==> src/rtl/dump_sequencer_if.sv <==
// dump_sequencer_if: read side of the dump sequencer output FIFO.
// The sequencer presents a show-ahead entry, and the consumer pops it with the valid/ready handshake.
interface dump_sequencer_if #(
    parameter int CW     = 3,
    parameter int DATA_W = 16
);
    logic              out_valid;
    logic              out_ready;
    logic [CW-1:0]     out_cor;
    logic [1:0]        out_flags;
    logic [DATA_W-1:0] out_i;
    logic [DATA_W-1:0] out_q;

    modport master (
        output out_valid,
        output out_cor,
        output out_flags,
        output out_i,
        output out_q,
        input  out_ready
    );

    modport slave (
        input  out_valid,
        input  out_cor,
        input  out_flags,
        input  out_i,
        input  out_q,
        output out_ready
    );
endinterface

==> src/rtl/dump_sequencer.sv <==
// dump_sequencer: steps through the correlators of a channel on each code dump.
// It tracks the coherent and bit counters and queues every dumped I/Q pair in a small show-ahead FIFO.
module dump_sequencer #(
    parameter int COR_NUM    = 8,
    parameter int DATA_W     = 16,
    parameter int DCNT_W     = 16,
    parameter int COH_W      = 6,
    parameter int BIT_W      = 5,
    parameter int FIFO_DEPTH = 4
) (
    input  logic                          clk,
    input  logic                          rst_b,
    input  logic                          overflow,
    input  logic                          shift_code,
    input  logic [DCNT_W-1:0]             dump_length,
    input  logic [COH_W-1:0]              coherent_number,
    input  logic [BIT_W-1:0]              bit_length,
    input  logic                          enable_2nd_prn,
    input  logic                          state_load,
    input  logic [DCNT_W-1:0]             dump_count_i,
    output logic [DCNT_W-1:0]             dump_count_o,
    input  logic                          dumping_i,
    output logic                          dumping_o,
    input  logic [$clog2(COR_NUM)-1:0]    current_cor_i,
    output logic [$clog2(COR_NUM)-1:0]    current_cor_o,
    input  logic [COH_W-1:0]              coherent_count_i,
    output logic [COH_W-1:0]              coherent_count_o,
    input  logic [BIT_W-1:0]              bit_count_i,
    output logic [BIT_W-1:0]              bit_count_o,
    input  logic [DATA_W-1:0]             i_acc,
    input  logic [DATA_W-1:0]             q_acc,
    dump_sequencer_if.master              fifo,
    output logic [$clog2(FIFO_DEPTH):0]   fifo_level,
    output logic                          fifo_overflow,
    input  logic                          clear_status,
    output logic                          dumping_valid,
    output logic                          coherent_done,
    output logic                          overwrite_protect,
    output logic                          data_decode_valid
);
    localparam int CW = $clog2(COR_NUM);
    localparam int AW = $clog2(FIFO_DEPTH);
    localparam int LW = AW + 1;
    localparam int EW = CW + 2 + 2 * DATA_W;
    localparam logic [CW-1:0] LAST_COR = CW'(COR_NUM - 1);

    logic              overflow_d;
    logic              last_cor;
    logic              is_data_cor;
    logic              overwrite;
    logic              new_sum;
    logic [DCNT_W-1:0] dcnt_nxt;
    logic              dcnt_wrap;
    logic [COH_W-1:0]  coh_nxt;
    logic              coh_wrap;
    logic [BIT_W-1:0]  bit_nxt;
    logic              bit_wrap;
    logic              first_seen;
    logic [CW-1:0]     first_cor;

    logic [EW-1:0]     mem [FIFO_DEPTH];
    logic [AW-1:0]     wr_ptr;
    logic [AW-1:0]     rd_ptr;
    logic [EW-1:0]     wr_data;
    logic [EW-1:0]     rd_data;
    logic              push;
    logic              pop;
    logic              full;
    logic              accept;
    logic              drop;

    // Dump strobe, wrap detection and the entry attributes, all from pre-update state
    always_comb begin
        dumping_valid = dumping_o & overflow_d;
        last_cor      = dumping_valid & (current_cor_o == LAST_COR);
        is_data_cor   = enable_2nd_prn & (current_cor_o == '0)
                        & (bit_length != '0);
        dcnt_nxt      = dump_count_o + DCNT_W'(1);
        dcnt_wrap     = (dcnt_nxt == dump_length);
        coh_nxt       = coherent_count_o + COH_W'(1);
        coh_wrap      = (coh_nxt == coherent_number);
        bit_nxt       = bit_count_o + BIT_W'(1);
        bit_wrap      = (bit_nxt == bit_length);
        overwrite     = first_seen & (current_cor_o == first_cor)
                        & (coherent_count_o == '0) & dumping_valid;
        new_sum       = is_data_cor ? (bit_count_o == '0)
                                    : (coherent_count_o == '0);
    end

    // Delay the accumulator strobe by one cycle to line it up with the accumulator data
    always_ff @(posedge clk or negedge rst_b) begin
        if (!rst_b) overflow_d <= 1'b0;
        else        overflow_d <= overflow;
    end

    // Sequencer counters; a state load overrides every update in the same cycle
    always_ff @(posedge clk or negedge rst_b) begin
        if (!rst_b) begin
            dump_count_o     <= '0;
            dumping_o        <= 1'b0;
            current_cor_o    <= '0;
            coherent_count_o <= '0;
            bit_count_o      <= '0;
        end else if (state_load) begin
            dump_count_o     <= dump_count_i;
            dumping_o        <= dumping_i;
            current_cor_o    <= current_cor_i;
            coherent_count_o <= coherent_count_i;
            bit_count_o      <= bit_count_i;
        end else begin
            if (shift_code)
                dump_count_o <= dcnt_wrap ? '0 : dcnt_nxt;
            if (shift_code && dcnt_wrap)
                dumping_o <= 1'b1;
            else if (last_cor)
                dumping_o <= 1'b0;
            if (last_cor)
                current_cor_o <= '0;
            else if (dumping_valid)
                current_cor_o <= current_cor_o + CW'(1);
            if (last_cor)
                coherent_count_o <= coh_wrap ? '0 : coh_nxt;
            if (dumping_valid && is_data_cor)
                bit_count_o <= bit_wrap ? '0 : bit_nxt;
        end
    end

    // Sticky status flags and tracking of the first correlator dumped after a load
    always_ff @(posedge clk or negedge rst_b) begin
        if (!rst_b) begin
            coherent_done     <= 1'b0;
            data_decode_valid <= 1'b0;
            overwrite_protect <= 1'b0;
            first_seen        <= 1'b0;
            first_cor         <= '0;
        end else if (state_load) begin
            coherent_done     <= 1'b0;
            data_decode_valid <= 1'b0;
            overwrite_protect <= 1'b0;
            first_seen        <= 1'b0;
            first_cor         <= '0;
        end else begin
            if (dumping_valid && coh_wrap)
                coherent_done <= 1'b1;
            if (dumping_valid && is_data_cor && bit_wrap)
                data_decode_valid <= 1'b1;
            if (overwrite)
                overwrite_protect <= 1'b1;
            if (dumping_valid && !first_seen) begin
                first_seen <= 1'b1;
                first_cor  <= current_cor_o;
            end
        end
    end

    // FIFO control: a push into a full FIFO is accepted only when a pop frees a slot in the same cycle
    always_comb begin
        push    = dumping_valid;
        pop     = fifo.out_valid & fifo.out_ready;
        full    = (fifo_level == LW'(FIFO_DEPTH));
        accept  = push & (~full | pop);
        drop    = push & full & ~pop;
        wr_data = {current_cor_o, overwrite | overwrite_protect, new_sum,
                   i_acc, q_acc};
    end

    // Entry storage; it is not reset because the pointers define what is valid
    always_ff @(posedge clk) begin
        if (accept) mem[wr_ptr] <= wr_data;
    end

    // Pointers and occupancy, which wrap modulo the FIFO depth
    always_ff @(posedge clk or negedge rst_b) begin
        if (!rst_b) begin
            wr_ptr     <= '0;
            rd_ptr     <= '0;
            fifo_level <= '0;
        end else begin
            if (accept) wr_ptr <= wr_ptr + AW'(1);
            if (pop)    rd_ptr <= rd_ptr + AW'(1);
            case ({accept, pop})
                2'b10:   fifo_level <= fifo_level + LW'(1);
                2'b01:   fifo_level <= fifo_level - LW'(1);
                default: fifo_level <= fifo_level;
            endcase
        end
    end

    // Sticky drop flag; a drop in the same cycle wins over a clear
    always_ff @(posedge clk or negedge rst_b) begin
        if (!rst_b)            fifo_overflow <= 1'b0;
        else if (drop)         fifo_overflow <= 1'b1;
        else if (clear_status) fifo_overflow <= 1'b0;
    end

    // Show-ahead head entry, forced to zero while the FIFO is empty
    always_comb begin
        rd_data        = mem[rd_ptr];
        fifo.out_valid = (fifo_level != '0);
        {fifo.out_cor, fifo.out_flags, fifo.out_i, fifo.out_q} =
            fifo.out_valid ? rd_data : '0;
    end
endmodule
==> src/flat_wrapper.sv <==
// flat-port wrapper written by rule: the top's interface ports become plain ports
module dump_sequencer_flat 
#(
    parameter int COR_NUM    = 8,
    parameter int DATA_W     = 16,
    parameter int DCNT_W     = 16,
    parameter int COH_W      = 6,
    parameter int BIT_W      = 5,
    parameter int FIFO_DEPTH = 4
)
  (clk, rst_b, overflow, shift_code, dump_length, coherent_number, bit_length, enable_2nd_prn, state_load, dump_count_i, dump_count_o, dumping_i, dumping_o, current_cor_i, current_cor_o, coherent_count_i, coherent_count_o, bit_count_i, bit_count_o, i_acc, q_acc, fifo_level, fifo_overflow, clear_status, dumping_valid, coherent_done, overwrite_protect, data_decode_valid, fifo_out_valid, fifo_out_cor, fifo_out_flags, fifo_out_i, fifo_out_q, fifo_out_ready);
  dump_sequencer_if #(.DATA_W(DATA_W)) fifo_i ();
  input  logic clk;
  input  logic rst_b;
  input  logic overflow;
  input  logic shift_code;
  input  logic [DCNT_W-1:0] dump_length;
  input  logic [COH_W-1:0] coherent_number;
  input  logic [BIT_W-1:0] bit_length;
  input  logic enable_2nd_prn;
  input  logic state_load;
  input  logic [DCNT_W-1:0] dump_count_i;
  output logic [DCNT_W-1:0] dump_count_o;
  input  logic dumping_i;
  output logic dumping_o;
  input  logic [$clog2(COR_NUM)-1:0] current_cor_i;
  output logic [$clog2(COR_NUM)-1:0] current_cor_o;
  input  logic [COH_W-1:0] coherent_count_i;
  output logic [COH_W-1:0] coherent_count_o;
  input  logic [BIT_W-1:0] bit_count_i;
  output logic [BIT_W-1:0] bit_count_o;
  input  logic [DATA_W-1:0] i_acc;
  input  logic [DATA_W-1:0] q_acc;
  output logic [$clog2(FIFO_DEPTH):0] fifo_level;
  output logic fifo_overflow;
  input  logic clear_status;
  output logic dumping_valid;
  output logic coherent_done;
  output logic overwrite_protect;
  output logic data_decode_valid;
  output wire logic [$bits(fifo_i.out_valid)-1:0] fifo_out_valid;
  output wire logic [$bits(fifo_i.out_cor)-1:0] fifo_out_cor;
  output wire logic [$bits(fifo_i.out_flags)-1:0] fifo_out_flags;
  output wire logic [$bits(fifo_i.out_i)-1:0] fifo_out_i;
  output wire logic [$bits(fifo_i.out_q)-1:0] fifo_out_q;
  input wire logic [$bits(fifo_i.out_ready)-1:0] fifo_out_ready;
  assign fifo_out_valid = fifo_i.out_valid;
  assign fifo_out_cor = fifo_i.out_cor;
  assign fifo_out_flags = fifo_i.out_flags;
  assign fifo_out_i = fifo_i.out_i;
  assign fifo_out_q = fifo_i.out_q;
  assign fifo_i.out_ready = fifo_out_ready;
  dump_sequencer #(.COR_NUM(COR_NUM), .DATA_W(DATA_W), .DCNT_W(DCNT_W), .COH_W(COH_W), .BIT_W(BIT_W), .FIFO_DEPTH(FIFO_DEPTH)) u_core (.clk(clk), .rst_b(rst_b), .overflow(overflow), .shift_code(shift_code), .dump_length(dump_length), .coherent_number(coherent_number), .bit_length(bit_length), .enable_2nd_prn(enable_2nd_prn), .state_load(state_load), .dump_count_i(dump_count_i), .dump_count_o(dump_count_o), .dumping_i(dumping_i), .dumping_o(dumping_o), .current_cor_i(current_cor_i), .current_cor_o(current_cor_o), .coherent_count_i(coherent_count_i), .coherent_count_o(coherent_count_o), .bit_count_i(bit_count_i), .bit_count_o(bit_count_o), .i_acc(i_acc), .q_acc(q_acc), .fifo(fifo_i), .fifo_level(fifo_level), .fifo_overflow(fifo_overflow), .clear_status(clear_status), .dumping_valid(dumping_valid), .coherent_done(coherent_done), .overwrite_protect(overwrite_protect), .data_decode_valid(data_decode_valid));
endmodule
==> config.mk <==
export PLATFORM = sky130hd
export DESIGN_NAME = dump_sequencer_flat
export DESIGN_NICKNAME = d
export VERILOG_FILES = /design/src/rtl/dump_sequencer_if.sv /design/src/rtl/dump_sequencer.sv /design/src/flat_wrapper.sv
export SDC_FILE = /design/constraint.sdc
export NUM_CORES = 1
export LEC_CHECK = 0
export ABC_AREA = 1
export CORE_ASPECT_RATIO = 1.75
export CORE_MARGIN = 5
export CORE_UTILIZATION = 40
export CTS_BUF_LIST = sky130_fd_sc_hd__clkbuf_16
export DETAILED_ROUTE_END_ITERATION = 16
export PLACE_DENSITY = 0.64
export RECOVER_POWER = 100
export SKIP_CTS_REPAIR_TIMING = 1
export SLEW_MARGIN = 20
export SYNTH_ARGS = -nofsm -noshare
export SYNTH_HDL_FRONTEND = slang
export SYNTH_SLANG_ARGS = --single-unit
==> constraint.sdc <==
create_clock -name clk -period 3.2 [get_ports clk]
set_input_delay 0.64 -clock clk [delete_from_list [all_inputs] [get_ports clk]]
set_output_delay 0.64 -clock clk [all_outputs]
set_load 0.02 [all_outputs]
### Word-level counts from Yosys, hierarchy flattened

Memory sizes are Yosys's and may differ from the RTL's.
Index checks and enable logic that the tools add are counted.

| operators by class | value |
|---|---|
| add/sub/neg operators | 8 |
| equal/unequal tests | 8 |
| muxes and demuxes | 32 |
| bitwise logic cells | 15 |
| reduce and logical (&&, ||, !) cells | 22 |

Operator list:

| cell | number |
|---|---|
| two-way mux 16 bit | 3 |
| two-way mux 37 bit | 1 |
| two-way mux 6 bit | 3 |
| nonzero test 2 bit | 9 |
| adder 16 x 1 -> 16 bit (second input constant) | 1 |
| equality test 16 bit | 1 |
| two-way mux 1 bit | 16 |
| two-way mux 3 bit | 5 |
| two-way mux 5 bit | 3 |
| bitwise AND 1 bit | 11 |
| nonzero test 3 bit | 3 |
| adder 3 x 1 -> 3 bit (second input constant) | 2 |
| adder 6 x 1 -> 6 bit (second input constant) | 1 |
| equality test 3 bit (second input constant) | 2 |
| equality test 6 bit | 1 |
| zero test 6 bit | 1 |
| case mux 3 bit (2 select lines) | 1 |
| adder 5 x 1 -> 5 bit (second input constant) | 1 |
| equality test 5 bit | 1 |
| logical AND 1 bit | 5 |
| zero test 5 bit | 1 |
| nonzero test 5 bit | 1 |
| adder 2 x 1 -> 2 bit (second input constant) | 2 |
| equality test 3 bit | 1 |
| other kinds (7) | 9 |

| word-level totals | value |
|---|---|
| bits in registers | 47 |
| bits in writable memories | 148 |
| logic and storage cells | 101 |
| memories | 1 |

Memories:

| name | depth | bits a word | read ports | clocked after Yosys merged registers in | wr ports | RTL line | RTL |
|---|---|---|---|---|---|---|---|
| u_core.mem | 4 | 37 | 1 | 0 | 1 | dump_sequencer.sv:61 | `logic [EW-1:0] mem [FIFO_DEPTH];` |

### Depth between registers and ports, before layout

| logic depth | value |
|---|---|
| depth in word-level cells | 7 |
| mapped depth | 16 |
| gate-level depth less buffers | 15 |

### Worst setup path before layout

OpenSTA, ideal clock, no wires.

| timing path | value |
|---|---|
| path type | register to register |
| from | reg u_core.dumping_o |
| to | mem u_core.mem[0][0] (netlist bit) (enable) |
| arrival | 2665 ps |
| setup slack | 104 ps |
| cell stages (with the launch flop) | 5 |
| period minus slack after synthesis | 3096 ps |
| cell sequence | dfrtp_1 > nand2_1 > clkinv_1 > nand2_1 > nor2_1 |

| between the ends | value |
|---|---|
| longest elaborated chain between the ends | 4 |

Ends and longest elaborated chain:

| element | RTL line | RTL |
|---|---|---|
| start, declared | dump_sequencer.sv:23 | `output logic dumping_o,` |
| start signal, assigned | dump_sequencer.sv:106 | `dumping_o <= dumping_i;` |
| bitwise AND 1 bit | dump_sequencer.sv:74 | `dumping_valid = dumping_o & overflow_d;` |
| via dumping_valid | flat_wrapper.sv:37 | `output logic dumping_valid;` |
| bitwise AND 1 bit | dump_sequencer.sv:161 | `accept = push & (~full \| pop);` |
| two-way mux 1 bit | dump_sequencer.sv:169 | `if (accept) mem[wr_ptr] <= wr_data;` |
| two-way mux 1 bit (not written as such) | dump_sequencer.sv:169 |  |
| end, declared | dump_sequencer.sv:61 |  |

The timed path passes the listed nets, and every way through them passes these cells.

### Worst setup path after layout

| timing path | value |
|---|---|
| from | reg u_core.rd_ptr[0] |
| to | out fifo_out_q[10] |

| between the ends | value |
|---|---|
| longest elaborated chain between the ends | 2 |

Ends and longest elaborated chain:

| element | RTL line | RTL |
|---|---|---|
| start, declared | dump_sequencer.sv:63 | `logic [AW-1:0] rd_ptr;` |
| start signal, assigned | dump_sequencer.sv:180 | `if (pop) rd_ptr <= rd_ptr + AW'(1);` |
| memory (4 x 37 bit) | n/a |  |
| two-way mux 37 bit | dump_sequencer.sv:201 | `fifo.out_valid ? rd_data : '0;` |
| end, declared | flat_wrapper.sv:45 | `output wire logic [$bits(fifo_i.out_q)-1:0] fifo_out_q;` |

Every way passes these cells.

==> impl_metrics.sql <==
INSERT INTO impl_metrics (metric_group, metric, value, unit) VALUES
('power', 'power.share.sequential', '0.354', ''),
('yosys', 'cell_with_the_most_instances_after_synthesis', 'sky130_fd_sc_hd__nor2_1', ''),
('yosys', 'yosys_most_used_dff', 'sky130_fd_sc_hd__edfxtp_1', ''),
('timing', 'sum_of_negative_setup_slack', '0', 'ps'),
('die', 'core', '0.02283', 'sq mm'),
('power', 'power-per-cell-area', '772.9', 'mW/mm^2'),
('global_route', 'use_met2', '0.3520', ''),
('yosys', 'synthDominantAreaCellType', 'sky130_fd_sc_hd__edfxtp_1', ''),
('yosys', 'synth_enable_flop_cells', '148', ''),
('global_route', 'grt-busiest-layer', 'met2', ''),
('die', 'die-width', '125.2', 'um'),
('worst_setup_path', 'cp_data_arrival_time', '2380', 'ps'),
('yosys', 'synthCells', '953', ''),
('yosys', 'syn-num-nets', '1065', ''),
('timing', 'maxClockFrequency', '331.3', 'MHz'),
('power', 'power_switching', '3.423', 'mW'),
('yosys', 'postSynth.asyncResetShare', '0.2410', ''),
('global_route', 'gr-usage-met3', '0.04721', ''),
('die', 'initial_utilization', '0.4065', ''),
('timing', 'grt_setup_unrepaired', 'false', ''),
('route', 'detail_route.vias_per_cell', '5.011', ''),
('timing', 'timing.max_slew.rel_slack', '0.2401', ''),
('power', 'max-vdd-ir-drop', '412.2', 'uV'),
('timing', 'post-route-min-period', '3018', 'ps'),
('timing', 'finalWorstSetupSlack', '181.5', 'ps'),
('route', 'antenna_left', '0', ''),
('worst_setup_path', 'cp-start-kind', 'register', ''),
('final_layout', 'combined_area_of_the_multi_input_logic_cells', '0.003182', 'sq mm'),
('place', 'io_buffers', '174', ''),
('yosys', 'synth.lib_cells_used.distinct', '39', ''),
('clock_network', 'tritoncts_clock_tree', 'built', ''),
('global_route', 'initial_antenna_violation_count', '0', ''),
('global_route', 'grt_pass1_wl', '38270', 'um'),
('yosys', 'synth.avg_cell_area', '9.740', 'sq um'),
('global_route', 'grt_max_degree', '77', ''),
('yosys', 'yosys-top-cells-count', 'sky130_fd_sc_hd__nor2_1 (208), sky130_fd_sc_hd__edfxtp_1 (148), sky130_fd_sc_hd__nand2_1 (129)', ''),
('run_status', 'outcome', 'finished clean', ''),
('worst_setup_path', 'setup.worst_path.end_class', 'output port', ''),
('final_layout', 'synthToLayoutAreaGrowth', '28.67', '%'),
('clock_network', 'cts-buffers-inserted', '17', ''),
('route', 'dr.first_iter.drc_count', '305', ''),
('timing', 'worst_pin_slew', '1140', 'ps'),
('final_layout', 'register_area', '0.005622', 'sq mm'),
('worst_setup_path', 'worst-endpoint-required', '2560', 'ps'),
('route', 'drt-total-wl', '23860', 'um'),
('clock_network', 'worstSkewPairLatency', '430', 'ps'),
('route', 'drt_pre_antenna_iters', '5', ''),
('route', 'route.vias.total', '7196', ''),
('yosys', 'synth.ff_latch_count', '195', ''),
('die', 'die_h', '211.5', 'um'),
('global_route', 'grt_use_total', '0.1841', ''),
('yosys', 'synth.cell_area', '0.009283', 'sq mm'),
('power', 'power.switching_fraction', '0.3708', ''),
('power', 'combPwrFrac', '0.414', ''),
('place', 'dp_slack', '572.3', 'ps'),
('run', 'cap_viol_max_count', '0', ''),
('route', 'post_drt_wl_per_cell', '16.61', 'um'),
('timing', 'timing.clock.skew', '9.385', 'ps'),
('yosys', 'netlist_top_cells_area', 'sky130_fd_sc_hd__edfxtp_1 (48%), sky130_fd_sc_hd__dfrtp_1 (13%), sky130_fd_sc_hd__nor2_1 (8.4%)', ''),
('worst_setup_path', 'timing.setup.critical_path_class', 'reg -> out', ''),
('clock_network', 'h_tree_depth', '4', ''),
('yosys', 'synth_top_area_share', '0.4788', ''),
('global_route', 'globalRouteMet1Util', '0.1908', ''),
('clock_network', 'cts.clk_slew.worst_paths', '70', 'ps'),
('power', 'power.internal', '5.809', 'mW'),
('global_route', 'global_route.overflow_total', '0', ''),
('timing', 'final_setup_viols', '0', ''),
('route', 'drc_violation_count_after_routing', '0', ''),
('final_layout', 'layout-drive-gt1-share', '0.05551', ''),
('yosys', 'synth_seq_area_share', '0.6055', ''),
('clock_network', 'clockBufferDepth', '2', '');
==> placed cells by master (no fill, tap or decap), types with 5 or more instances in the layout <==
cell type                         count
sky130_fd_sc_hd__edfxtp_1           148
sky130_fd_sc_hd__o21ai_0             80
sky130_fd_sc_hd__dfrtp_1             46
sky130_fd_sc_hd__nor3_1               5
sky130_fd_sc_hd__dlygate4sd3_1      103
sky130_fd_sc_hd__buf_4                6
sky130_fd_sc_hd__nand4_1              8
sky130_fd_sc_hd__nand2_2              8
sky130_fd_sc_hd__o211ai_1             5
sky130_fd_sc_hd__clkdlybuf4s50_1     69
sky130_fd_sc_hd__inv_1               74
sky130_fd_sc_hd__a22oi_1             21
sky130_fd_sc_hd__nor2_1             206
sky130_fd_sc_hd__ha_1                13
sky130_fd_sc_hd__xnor2_1              7
sky130_fd_sc_hd__clkbuf_1             6
sky130_fd_sc_hd__nand3_1             60
sky130_fd_sc_hd__o22ai_1              5
sky130_fd_sc_hd__a21oi_1             51
sky130_fd_sc_hd__xor2_1              17
sky130_fd_sc_hd__clkbuf_16           17
sky130_fd_sc_hd__nor2_4               6
sky130_fd_sc_hd__nand2_1            129
==> layer usage <==
metal,vias up,wire [um]
met5,-,0
met4,0,582
met3,38,1421
met2,218,12920
met1,3368,8935
li1,3572,-
==> power by group through the flow <==
stage / Combinational [mW] / Sequential (mW) / Clock [mW]
4_1_cts: 4.10 / 3.26 / 2.18
5_1_grt: 4.22 / 3.31 / 2.27
3_3_place_gp: 4.04 / 3.31 / 0
3_5_place_dp: 4.09 / 3.32 / 0
6_report: 3.83 / 3.27 / 2.14
2_1_floorplan: 2.21 / 3.36 / 0
==> state kept, by name (all words and copies together), names as in the netlist, 2 cells and up <==
register,flops
u_core.current_cor_o,3
u_core.fifo_level,3
u_core.mem,148
u_core.wr_ptr,2
u_core.coherent_count_o,6
u_core.bit_count_o,5
u_core.first_cor,3
u_core.rd_ptr,2
u_core.dump_count_o,16
==> worst max-delay path, cell delays in order, from the launching register on <==
cell and delay (ps):
sky130_fd_sc_hd__dfrtp_2 390, sky130_fd_sc_hd__clkinv_2 310, sky130_fd_sc_hd__buf_4 310, sky130_fd_sc_hd__o21ai_0 180
sky130_fd_sc_hd__a21oi_1 110, sky130_fd_sc_hd__dlygate4sd3_1 660
==> kinds of logic (layout without fill, tap and decap cells) <==
logic type,after synthesis,after routing,share of synthesized area
compound gates,171,171,0.1018
other cells,0,1,0
buf+inv,116,298,0.04906
xor+xnor,25,25,0.02507
simple gates,432,432,0.1989
flops,195,195,0.6055
fa+ha+maj,14,14,0.01968
==> worst paths after layout <==
kind | start | cells after the start | slack (ps) | to
setup / recovery | u_core.rd_ptr[0]$_DFFE_PN0N_ | 5 | 180 | fifo_out_q[10]
max in group asynchronous | rst_b | 2 | 1370 | u_core.wr_ptr[0]$_DFFE_PN0P_
hold reg to reg | u_core.data_decode_valid$_DFFE_PN0P_ | 1 | 490 | u_core.data_decode_valid$_DFFE_PN0P_
setup reg to reg | u_core.dump_count_o[0]$_DFFE_PN0P_ | 14 | 360 | u_core.dump_count_o[12]$_DFFE_PN0P_
min in group clk | u_core.data_decode_valid$_DFFE_PN0P_ | 1 | 490 | u_core.data_decode_valid$_DFFE_PN0P_
hold / removal | rst_b | 1 | 350 | u_core.current_cor_o[0]$_DFFE_PN0P_
==> stage by stage <==
step           std cells  utilization  total power [mW]  area [sq um]  hold slack (ps)
3_3_place_gp        1403       0.5028             7.348         11480            480.2
5_1_grt             1435       0.5230             9.799         11940            427.3
3_5_place_dp        1403       0.5028             7.403         11480            482.8
2_1_floorplan        953            -             5.573          9283            344.4
6_report            1436       0.5231             9.232         11940            351.4
4_1_cts             1435       0.5288             9.548         12080            133.5
==> final cells by class <==
class	count	share of cell area
timing repair buffer	193	0.1586
clock buffer	17	0.03562
clock inverter	15	0.01404
tap	300	0.03143
antenna	1	0.0002095
multi-input combinational	642	0.2664
inverter	73	0.02305
sequential	195	0.4707
(Power assumes the default switching activity.)
